--- src/rtl/cosx_sched_pkg.sv ---
// Shared types and helpers for the cosx accelerator scheduler.
package cosx_sched_pkg;

  localparam int DEF_W = 16;

  typedef enum logic [2:0] {
    ST_IDLE   = 3'd0,
    ST_GRANT  = 3'd1,
    ST_LAUNCH = 3'd2,
    ST_WAIT   = 3'd3,
    ST_DONE   = 3'd4
  } state_e;

  // Bits needed to hold values 0..value-1, never less than one.
  function automatic int clog2(input int value);
    int r;
    r = 0;
    while ((1 << r) < value) r = r + 1;
    return (r < 1) ? 1 : r;
  endfunction

endpackage

--- src/rtl/cosx_scheduler_rr_pick.sv ---
// Combinational round-robin picker: first active request after the pointer, wrapping.
module rr_pick
  import cosx_sched_pkg::*;
#(
  parameter int NREQ = 4,
  parameter int IW   = clog2(NREQ)
) (
  input  logic [NREQ-1:0] i_req,
  input  logic [IW-1:0]   i_ptr,
  output logic [NREQ-1:0] o_grant,
  output logic [IW-1:0]   o_index,
  output logic            o_any
);

  logic [IW-1:0] w_cand;

  // Scan ptr+1, ptr+2, ... modulo NREQ and keep the first hit.
  always_comb begin
    o_grant = '0;
    o_index = '0;
    o_any   = 1'b0;
    w_cand  = '0;
    for (int k = 1; k <= NREQ; k++) begin
      w_cand = IW'((int'(i_ptr) + k) % NREQ);
      if (!o_any && i_req[w_cand]) begin
        o_any           = 1'b1;
        o_grant[w_cand] = 1'b1;
        o_index         = w_cand;
      end else begin
        o_any = o_any;
      end
    end
  end

endmodule

--- src/rtl/cosx_scheduler.sv ---
// Round-robin scheduler sharing one cosx accelerator among NREQ requesters,
// with ready-edge completion detection and a watchdog abort.
module cosx_scheduler
  import cosx_sched_pkg::*;
#(
  parameter int NREQ    = 4,
  parameter int W       = DEF_W,
  parameter int TIMEOUT = 1023
) (
  input  logic            i_clock,
  input  logic            i_reset,
  input  logic [NREQ-1:0] i_req,
  input  logic [NREQ*W-1:0] i_req_x,
  input  logic [NREQ*W-1:0] i_req_y,
  output logic [NREQ-1:0] o_ack,
  output logic [NREQ-1:0] o_done,
  output logic [W-1:0]    o_result,
  output logic            o_err,
  output logic            o_busy,
  output logic            o_acc_start,
  output logic [W-1:0]    o_acc_x,
  output logic [W-1:0]    o_acc_y,
  input  logic            i_acc_ready,
  input  logic [W-1:0]    i_acc_cosx
);

  localparam int IW = clog2(NREQ);
  localparam int TW = clog2(TIMEOUT + 1);

  state_e          r_state, w_next;
  logic [IW-1:0]   r_ptr, r_owner;
  logic [TW-1:0]   r_timer;
  logic            r_ready_q;
  logic [NREQ-1:0] r_ack, r_done;
  logic [W-1:0]    r_result, r_acc_x, r_acc_y;
  logic            r_err, r_busy, r_acc_start;

  logic [NREQ-1:0] w_grant;
  logic [IW-1:0]   w_idx;
  logic            w_any, w_edge, w_expired;
  logic [W-1:0]    w_pick_x, w_pick_y;
  logic [NREQ-1:0] w_owner_oh;

  rr_pick #(.NREQ(NREQ), .IW(IW)) u_pick (
    .i_req   (i_req),
    .i_ptr   (r_ptr),
    .o_grant (w_grant),
    .o_index (w_idx),
    .o_any   (w_any)
  );

  assign w_edge     = ~r_ready_q & i_acc_ready;
  assign w_expired  = (r_timer == TW'(TIMEOUT));
  assign w_pick_x   = i_req_x[w_idx*W +: W];
  assign w_pick_y   = i_req_y[w_idx*W +: W];
  assign w_owner_oh = {{(NREQ-1){1'b0}}, 1'b1} << r_owner;

  // Next-state logic; the ready edge takes priority over the watchdog.
  always_comb begin
    w_next = r_state;
    case (r_state)
      ST_IDLE:   w_next = (|i_req) ? ST_GRANT : ST_IDLE;
      ST_GRANT:  w_next = w_any ? ST_LAUNCH : ST_IDLE;
      ST_LAUNCH: w_next = ST_WAIT;
      ST_WAIT:   w_next = (w_edge || w_expired) ? ST_DONE : ST_WAIT;
      ST_DONE:   w_next = ST_IDLE;
      default:   w_next = ST_IDLE;
    endcase
  end

  // State, datapath and registered output pulses.
  always_ff @(posedge i_clock) begin
    if (!i_reset) begin
      r_state     <= ST_IDLE;
      r_ptr       <= IW'(NREQ - 1);
      r_owner     <= '0;
      r_timer     <= '0;
      r_ready_q   <= 1'b0;
      r_ack       <= '0;
      r_done      <= '0;
      r_result    <= '0;
      r_err       <= 1'b0;
      r_busy      <= 1'b0;
      r_acc_start <= 1'b0;
      r_acc_x     <= '0;
      r_acc_y     <= '0;
    end else begin
      r_state     <= w_next;
      r_ready_q   <= i_acc_ready;
      r_busy      <= (w_next != ST_IDLE);
      r_ack       <= '0;
      r_done      <= '0;
      r_acc_start <= 1'b0;
      case (r_state)
        ST_GRANT: begin
          if (w_any) begin
            r_ack       <= w_grant;
            r_owner     <= w_idx;
            r_acc_x     <= w_pick_x;
            r_acc_y     <= w_pick_y;
            r_acc_start <= 1'b1;
          end
        end
        ST_LAUNCH: r_timer <= '0;
        ST_WAIT: begin
          r_timer <= w_expired ? r_timer : r_timer + TW'(1);
          if (w_edge) begin
            r_result <= i_acc_cosx;
            r_err    <= 1'b0;
            r_done   <= w_owner_oh;
          end else if (w_expired) begin
            r_result <= '0;
            r_err    <= 1'b1;
            r_done   <= w_owner_oh;
          end
        end
        ST_DONE: r_ptr <= r_owner;
        default: r_timer <= r_timer;
      endcase
    end
  end

  assign o_ack       = r_ack;
  assign o_done      = r_done;
  assign o_result    = r_result;
  assign o_err       = r_err;
  assign o_busy      = r_busy;
  assign o_acc_start = r_acc_start;
  assign o_acc_x     = r_acc_x;
  assign o_acc_y     = r_acc_y;

endmodule

--- config.mk ---
export PLATFORM = sky130hd
export DESIGN_NAME = cosx_scheduler
export DESIGN_NICKNAME = d
export VERILOG_FILES = /design/src/rtl/cosx_sched_pkg.sv /design/src/rtl/cosx_scheduler_rr_pick.sv /design/src/rtl/cosx_scheduler.sv
export SDC_FILE = /design/constraint.sdc
export NUM_CORES = 1
export LEC_CHECK = 0
export BUFFER_PORTS_ARGS = -buffer_cell sky130_fd_sc_hd__buf_2
export CAP_MARGIN = 20
export CORE_MARGIN = 1.5
export CORE_UTILIZATION = 49
export DETAILED_ROUTE_END_ITERATION = 6
export PLACE_DENSITY_LB_ADDON = 0.2
export SLEW_MARGIN = 25
export SYNTH_ARGS = -nofsm -noshare
export SYNTH_HDL_FRONTEND = slang
export SYNTH_SLANG_ARGS = --single-unit
--- constraint.sdc ---
create_clock -name i_clock -period 3.7 [get_ports i_clock]
set_clock_uncertainty 0.05 [all_clocks]
set_input_delay 0.185 -clock i_clock [delete_from_list [all_inputs] [get_ports i_clock]]
set_output_delay 0.185 -clock i_clock [all_outputs]
set_load 0.005 [all_outputs]
After elaboration in Yosys (flattened, before gate mapping)
Index checks and enable logic that the tools add are counted.
W data, S select, Z words.

cells by class
  $add $sub $neg = 5
  $mul = 0
  div/mod/pow operators = 0
  magnitude comparators = 8
  eq/ne operators = 6
  shifts and indexed selects = 3
  multiplexer cells = 41
  bitwise logic cells = 5
  reductions and logical operators = 22

operator list
  operator                 count
  $shiftx A64 B7 Y16       2
  $mux W16                 2
  $mux W4                  6
  $pmux W10 S2             1
  $mux W1                  16
  $lt A2 B3 Y1 const B     4
  $or A4 B4 Y4             3
  $pmux W3 S4              1
  $add A10 B1 Y10 const B  1
  $eq A10 B10 Y1 const B   1
  $mux W10                 1
  $mux W2                  5
  $reduce_and A2 Y1        5
  $bmux W1 S2              4
  $demux W1 S2             4
  $ge A2 B1 Y1 const B     4
  $logic_and A1 B1 Y1      7
  $eq A3 B2 Y1 const B     2
  $add A2 B1 Y2 const B    2
  $add A2 B2 Y2 const B    2
  $reduce_bool A2 Y1       2
  $reduce_or A4 Y1         1
  $shl A1 B2 Y4 const A    1
  $eq A3 B1 Y1 const B     1
  other kinds (10)         12

word-level totals
  register bits after elaboration = 77
  bits in latches = 0
  memory bits (writable) = 0
  ROM bits = 0
  output and inout bits = 59
  word-level logic and storage cells = 103
  memories kept = 0

Longest topological paths before layout
Gate-level depths: netlist of run 1.

  word-level depth = 16
  gate-level depth with buffers = 11
  depth with buffers taken out = 9

Hierarchy
Synthesis of run 1 repeated with hierarchy kept, for this count alone.

unflattened totals
  cells, all modules = 459
  area total of the unflattened synthesis = 4448.0 um^2

modules (own cells, without submodules)
  module          times used  cells an instance  area each (um^2)
  cosx_scheduler  1           373                3818.7
  rr_pick         1           86                 629.4

Worst setup path after synthesis of run 1
No wires, ideal clock.

  path kind = reg-to-reg
  from = register r_ptr[0]
  to = register r_acc_x[0], in the netlist o_acc_x[0]
  setup time = 0.124 ns
  data arrival time = 2.642 ns
  data required time = 3.526 ns
  path slack = 0.884 ns
  cell stages (with the launch flop) = 12
  clock period less this slack = 2.816 ns
  cells stage by stage = dfxtp_1 > buf_6 > inv_1 > ha_1 > mux4_1 > nor2b_4 > nor2_4 > mux2_4 > buf_6 > clkbuf_4 > mux2i_1 > o211ai_2

on the way
  word-level cells in the longest chain between the ends = 14
  elaborated cells between the ends (all ways) = 28

RTL lines
  item                                                     RTL line                      RTL
  from (decl)                                              cosx_scheduler.sv:31          logic [IW-1:0] r_ptr, r_owner;
  from (signal assigned)                                   cosx_scheduler.sv:75          r_ptr <= IW'(NREQ - 1);
  from (signal assigned)                                   cosx_scheduler.sv:117         ST_DONE: r_ptr <= r_owner;
  $add A2 B1 Y2                                            cosx_scheduler_rr_pick.sv:24  w_cand = IW'((int'(i_ptr) + k) % NREQ);
  $bmux W1 S2                                              cosx_scheduler_rr_pick.sv:25  if (!o_any && i_req[w_cand]) begin
  $mux W1 (implied by the code)                            cosx_scheduler_rr_pick.sv:25
  $mux W1                                                  cosx_scheduler_rr_pick.sv:25
  $logic_not A1 Y1                                         cosx_scheduler_rr_pick.sv:25
  $logic_and A1 B1 Y1                                      cosx_scheduler_rr_pick.sv:25
  $mux W1                                                  cosx_scheduler_rr_pick.sv:25
  $logic_not A1 Y1                                         cosx_scheduler_rr_pick.sv:25
  $logic_and A1 B1 Y1                                      cosx_scheduler_rr_pick.sv:25
  $mux W1                                                  cosx_scheduler_rr_pick.sv:25
  $logic_not A1 Y1                                         cosx_scheduler_rr_pick.sv:25
  $logic_and A1 B1 Y1                                      cosx_scheduler_rr_pick.sv:25
  $mux W2 or $mux W1 (tied branches)                       cosx_scheduler_rr_pick.sv:25
  $shiftx A64 B7 Y16 or $reduce_and A2 Y1 (tied branches)  -
  to (signal assigned)                                     cosx_scheduler.sv:99          r_acc_x <= w_pick_x;
  to (decl)                                                cosx_scheduler.sv:35          logic [W-1:0] r_result, r_acc_x, r_acc_y;

Several ways; a longest one is shown, not always the timed one. The select of a mux whose other input is x is not followed.
A chain may end at the register's enable or synchronous reset.

Final worst setup path of run 1
  from = register r_ptr[1]
  to = register r_acc_y[0], in the netlist o_acc_y[0]

on the way
  word-level cells in the longest chain between the ends = 14
  elaborated cells between the ends (all ways) = 28

RTL lines
  item                                                     RTL line                      RTL
  $add A2 B1 Y2                                            cosx_scheduler_rr_pick.sv:24
  $bmux W1 S2                                              cosx_scheduler_rr_pick.sv:25
  $mux W1 (implied by the code)                            cosx_scheduler_rr_pick.sv:25
  $mux W1                                                  cosx_scheduler_rr_pick.sv:25
  $logic_not A1 Y1                                         cosx_scheduler_rr_pick.sv:25
  $logic_and A1 B1 Y1                                      cosx_scheduler_rr_pick.sv:25
  $mux W1                                                  cosx_scheduler_rr_pick.sv:25
  $logic_not A1 Y1                                         cosx_scheduler_rr_pick.sv:25
  $logic_and A1 B1 Y1                                      cosx_scheduler_rr_pick.sv:25
  $mux W1                                                  cosx_scheduler_rr_pick.sv:25
  $logic_not A1 Y1                                         cosx_scheduler_rr_pick.sv:25
  $logic_and A1 B1 Y1                                      cosx_scheduler_rr_pick.sv:25
  $mux W2 or $mux W1 (tied branches)                       cosx_scheduler_rr_pick.sv:25
  $shiftx A64 B7 Y16 or $reduce_and A2 Y1 (tied branches)  -
  to (signal assigned)                                     cosx_scheduler.sv:100         r_acc_y <= w_pick_y;
  to (decl)                                                cosx_scheduler.sv:35

Several ways; a longest one is shown, not always the timed one. The select of a mux whose other input is x is not followed.

==> impl_metrics.ini, run 1 <==
[run_status]
status = completed

[placement]
hpwl_um = 10300
gp_congestion = 0.835
placedCellCount = 848
numPortBuffers = 209
place_ws_ps = 424

[detailed_routing]
drc_errors = 0
drt_iter0_drc = 278
wl_per_cell_um = 16.6
first_pass_iters = 5
vias = 4885
routed_wl_um = 14400
viasPerCell = 5.65
ant_nets = 0

[worst_setup_path]
crit_family = simple AND/OR/NAND/NOR gates
timing.rr.start = r_ptr[1]
r2r_slack_ps = 390
crit_type = reg -> reg
worstPathCellList = inv_1 > ha_1 > mux4_2 > or4_4 > nand3_2 > inv_2 > nand2b_4 > o211ai_1
startpoint_type = flip-flop
crit_slowest_cell = or4_4
cp_max_fo = 32
r2r_end = o_acc_y[0]
critPathRequiredTime_ps = 3860
endpoint_kind = flip-flop
critical_path.max_stage_delay_ps = 600
cp-startpoint = r_ptr[1]
r2r_cells = 8
cp.arrival_ps = 3470
cp_num_buf_inv = 2

[pwr]
ir_worst_vdd_mv = 0.206
p_per_area_mw_per_mm2 = 325
total_power_mw = 2.02
p_leak_nw = 2.87

[final_layout]
drive_gt1_share_pct = 42.0
syn_to_final_growth_pct = 23.8
stdcell_count = 864
antenna_cells = 0
fillCellCount = 925
finalNetCount = 886

[worst_hold_path]
worst_hold_path_type = in -> reg
whs_path_depth = 2
hold_end = r_ready_q
worst_hold_startpoint = i_acc_ready

[clock_tree]
numCtsBuffers = 9
postCtsHoldBufs = 0
clock-sinks = 77
post_cts_resized = 0
insertion_delay_ps = 350
cts_setup_buffers = 0
max-clock-path-buffers = 2
cts_tree = done
path_clk_slew_ps = 90
cts_max_level = 3
clockRootBuffer = clkbuf_8

[floorplanning]
core_mm2 = 0.00986
placementRows = 36
die-area_mm2 = 0.0108
io_pins = 210
initial_core_util_pct = 50.8
die_w_um = 104
die-height_um = 104

[synth]
yosysUniqueCellTypes = 57
ys_top_cells_by_area = dfxtp_1, o211ai_2, mux2i_1
avgSynthCellArea_um2 = 9.14
netlist_instances = 548
synth_area_mm2 = 0.00501
yosysWarnings = 0
yosys.area.top_type_share_pct = 30.8
ys_seq_area_share_pct = 30.8
synth_flop_cell = dfxtp_1
synth_edf_count = 0
syn-num-nets = 708
synth_top_area_cell = dfxtp_1
synth-seq-cells = 77
async_reset_ff_share_pct = 0

[timing]
worst_slack_ps = 390
setup_violations = 0
setup-tns-final_ps = 0
min_period_over_period_pct = 89.5
worst_slew_pin_slew_ps = 832
hold_slack_ps = 15.0
final_max_slew_viol_count = 0
grt_setup_unrepaired = no
fmax_mhz = 302
slew_headroom_pct = 44.5
fin_crit_ps = 3310
hold_viol = 0

[job]
cap_violations = 0

[global_route]
grt.overflow.total = 0
grt_pass1_wl_um = 22600
grt_max_degree = 138
grt_usage_pct = 25.9
first_global_vias = 4714
antenna_found_initial = 0
## worst max-delay path by stage
| stage | endpoint | cells after the start |
|---|---|---|
| 4_1_cts | o_acc_y[0] | 8 |
| 6_report | o_acc_y[0] | 8 |
| 3_3_place_gp | o_acc_y[0] | 8 |
| 2_1_floorplan | o_acc_x[0] | 11 |
| 5_1_grt | o_acc_y[0] | 8 |
| 3_5_place_dp | o_acc_y[1] | 8 |
## report_power, final
group	switching [mW]	internal, mW	total, mW	leakage [nW]
combinational	0.237	0.214	0.451	2.16
clock	0.338	0.317	0.655	0.0895
sequential	0.0336	0.877	0.911	0.626
total	0.609	1.41	2.02	2.87
## final cells by class
class                   instances  area (um2)  share of cell area (%)
clock inverters                 6        70.1                    1.13
flip-flops and latches         77        1550                    24.9
inverters                       5        18.8                   0.303
clock buffers                  10         128                    2.06
multi-input cells             420        3200                    51.5
well taps                     133         166                    2.68
repair buffers                213        1080                    17.4
## placed cells by master, fill, tap and decap left out, drive strengths merged, types with 22 or more instances in the layout
cell	instances
a211o	33
a211oi	33
buf	213
dfxtp	77
mux2i	32
nand2	48
nand3b	32
nor2	22
nor2b	52
o211ai	34
o21ai	33
## state kept, by name (all words and copies together) (netlist names), 2 cells and up
signal	count
o_acc_x	16
o_acc_y	16
o_ack	4
o_done	4
o_result	16
r_owner	2
r_ptr	2
r_state	3
r_timer	10
## through the flow
step | util (%) | instance area (um2)
6_report | 62.9 | 6200
5_1_grt | 62.9 | 6200
4_1_cts | 62.8 | 6200
3_5_place_dp | 60.8 | 6000
3_3_place_gp | 60.8 | 6000
2_1_floorplan | - | 5010
## cell families after synthesis
logic type	after synthesis	share of synthesized area (%)
multiplexers	39	9.02
AND/OR/NAND/NOR	192	22.4
AO/OA/AOI/OAI	173	28.8
XOR/XNOR	7	1.22
adder cells (fa/ha/maj)	9	2.25
buffers and inverters	51	5.62
flip-flops	77	30.8
## synth_stat cells (2+ instances only)
| cell type | instances |
|---|---|
| a211o_1 | 3 |
| a211o_2 | 30 |
| a211oi_1 | 33 |
| a21oi_1 | 7 |
| a221oi_1 | 4 |
| a22oi_1 | 20 |
| a311oi_1 | 3 |
| and2_1 | 5 |
| and3_1 | 3 |
| and4_1 | 2 |
| buf_2 | 3 |
| buf_4 | 5 |
| buf_6 | 8 |
| clkbuf_1 | 27 |
| clkbuf_4 | 2 |
| dfxtp_1 | 77 |
| ha_1 | 9 |
| inv_1 | 4 |
| mux2_2 | 2 |
| mux2i_1 | 32 |
| mux4_2 | 3 |
| nand2_1 | 46 |
| nand2b_1 | 6 |
| nand3_1 | 3 |
| nand3b_1 | 32 |
| nand4_1 | 3 |
| nor2_1 | 21 |
| nor2b_1 | 51 |
| nor3_1 | 3 |
| nor3b_1 | 6 |
| o211ai_1 | 4 |
| o211ai_2 | 30 |
| o21ai_0 | 32 |
| xnor2_1 | 4 |
| xor2_1 | 3 |
## routing by layer
| metal | share of wire (%) | global-route usage (%) |
|---|---|---|
| met1 | 41 | 29.8 |
| met2 | 50 | 47.5 |
| met3 | 7.6 | 5.26 |
| met4 | 1.5 | 8.93 |
| met5 | 0 | 0 |
Note: power is estimated with default switching activity, not from simulation.
==> run 2, diff against run 1 <==
HOLD_SLACK_MARGIN = 0.12   (was default)
==> run 2 against run 1 <==
Net effect:
- utilization up 7.0 points
- worst setup slack got worse by 69 ps
- power grew 3.9%
- clock power hardly changed
- sequential share of layout area shrank 2.5 points
- die area did not move
- cell area increased by 11%
- critical endpoint is now o_acc_y[10]
- largest cell class unchanged
==> impl_metrics.ini, run 2 (synthesized netlist as in run 1, its figures left out) <==
[run_status]
status = completed

[timing]
final_max_slew_viol_count = 0
setup-tns-final_ps = 0
hold_viol = 0
grt_setup_unrepaired = no
min_period_over_period_pct = 91.3
fin_crit_ps = 3380
slew_headroom_pct = 43.7
setup_violations = 0
fmax_mhz = 296
worst_slew_pin_slew_ps = 844
hold_slack_ps = 121
worst_slack_ps = 321

[worst_hold_path]
whs_path_depth = 3
worst_hold_path_type = in -> reg

[global_route]
grt_pass1_wl_um = 24400
grt_usage_pct = 27.8
antenna_found_initial = 0
grt.overflow.total = 0
grt_max_degree = 138
first_global_vias = 5075

[floorplanning]
die_w_um = 104
die-height_um = 104
placementRows = 36
die-area_mm2 = 0.0108
core_mm2 = 0.00986
io_pins = 210
initial_core_util_pct = 50.8

[worst_setup_path]
crit_type = reg -> reg
critPathRequiredTime_ps = 3870
worst-path-stages = 9
cp.arrival_ps = 3550
worstPathCellList = inv_1 > ha_1 > mux4_1 > nor2b_4 > nor2_4 > mux2_8 > mux2i_1 > dlygate4sd3_1 > o211ai_2
cp_max_fo = 33
r2r_cells = 9
crit_family = multiplexers
cp_num_buf_inv = 2
critical_path.max_stage_delay_ps = 600
endpoint_kind = flip-flop
crit_slowest_cell = dlygate4sd3_1
startpoint_type = flip-flop

[clock_tree]
clock-sinks = 77
clockRootBuffer = clkbuf_8
cts_tree = done
max-clock-path-buffers = 2
path_clk_slew_ps = 90
cts_max_level = 3
cts_setup_buffers = 0
numCtsBuffers = 9
insertion_delay_ps = 350

[pwr]
ir_worst_vdd_mv = 0.207
p_leak_nw = 3.16
p_per_area_mw_per_mm2 = 304

[detailed_routing]
vias = 5148
viasPerCell = 5.52
drc_errors = 0
first_pass_iters = 5
drt_iter0_drc = 276
wl_per_cell_um = 16.5
routed_wl_um = 15300
ant_nets = 0

[placement]
placed_cell_area_mm2 = 0.00600
placedCellCount = 848
place_ws_ps = 424
numPortBuffers = 209
hpwl_um = 10300
gp_congestion = 0.835

[final_layout]
regArea_mm2 = 0.00155
multiInputGateArea_mm2 = 0.00321
syn_to_final_growth_pct = 37.7
layout_commonest_cell = buf_2
drive_gt1_share_pct = 38.5
finalNetCount = 954
stdcell_area_mm2 = 0.00690
layout_common_cells = buf_2, dfxtp_1, dlygate4sd3_1
stdcell_count = 932
fillCellCount = 823
antenna_cells = 0

[job]
cap_violations = 0
## run 2: cell types whose count changed in the layout (fill, tap and decap cells not counted), sizes merged
cell         change
dlygate4sd3     +68
## run 2: path summary, 6_finish.rpt
path            endpoint  slack (ps)   startpoint
max reg2reg  o_acc_y[10]         320     r_ptr[1]
max          o_acc_y[10]         320     r_ptr[1]
min reg2reg  o_acc_x[12]         430  o_acc_x[12]
min           o_acc_y[2]         120  i_req_y[18]
## run 2: cell type report
cell class                      instances  share of cell area [%]
Multi-Input combinational cell        420                    46.5
Timing Repair Buffer                  281                    25.5
Sequential cell                        77                    22.4
Tap cell                              133                    2.41
Clock buffer                           10                    1.85
Clock inverter                          6                    1.02
Inverter                                5                   0.272
## run 2: power breakdown
part           internal [mW]  switching (mW)
clock                  0.317           0.341
sequential             0.877          0.0338
combinational          0.276           0.251
total                   1.47           0.626
## run 2: what timing repair did
action	CTS	global route
gates resized for setup	0	2
setup endpoints to repair	0	24
hold buffers	68	0
endpoints found under the hold margin	44	0
## run 2: per-stage QoR
stage                     util [%]  power [mW]
after global routing          69.9        2.20
after global placement        60.8        1.37
after floorplan                  -        1.20
final                         69.9        2.10
after detailed placement      60.8        1.38
after CTS                     69.7        2.10
## run 2: layer usage
layer | vias up | wire, um | GRT usage, %
li1 | 2532 | - | -
met1 | 2388 | 6240 | 31.6
met2 | 214 | 7860 | 52.1
met3 | 14 | 1050 | 5.45
met4 | 0 | 187 | 7.94
met5 | - | 0 | 0
## run 2: worst min-delay path: stages
cell and delay (ps):
buf_2 80, mux2i_1 80, o211ai_2 130
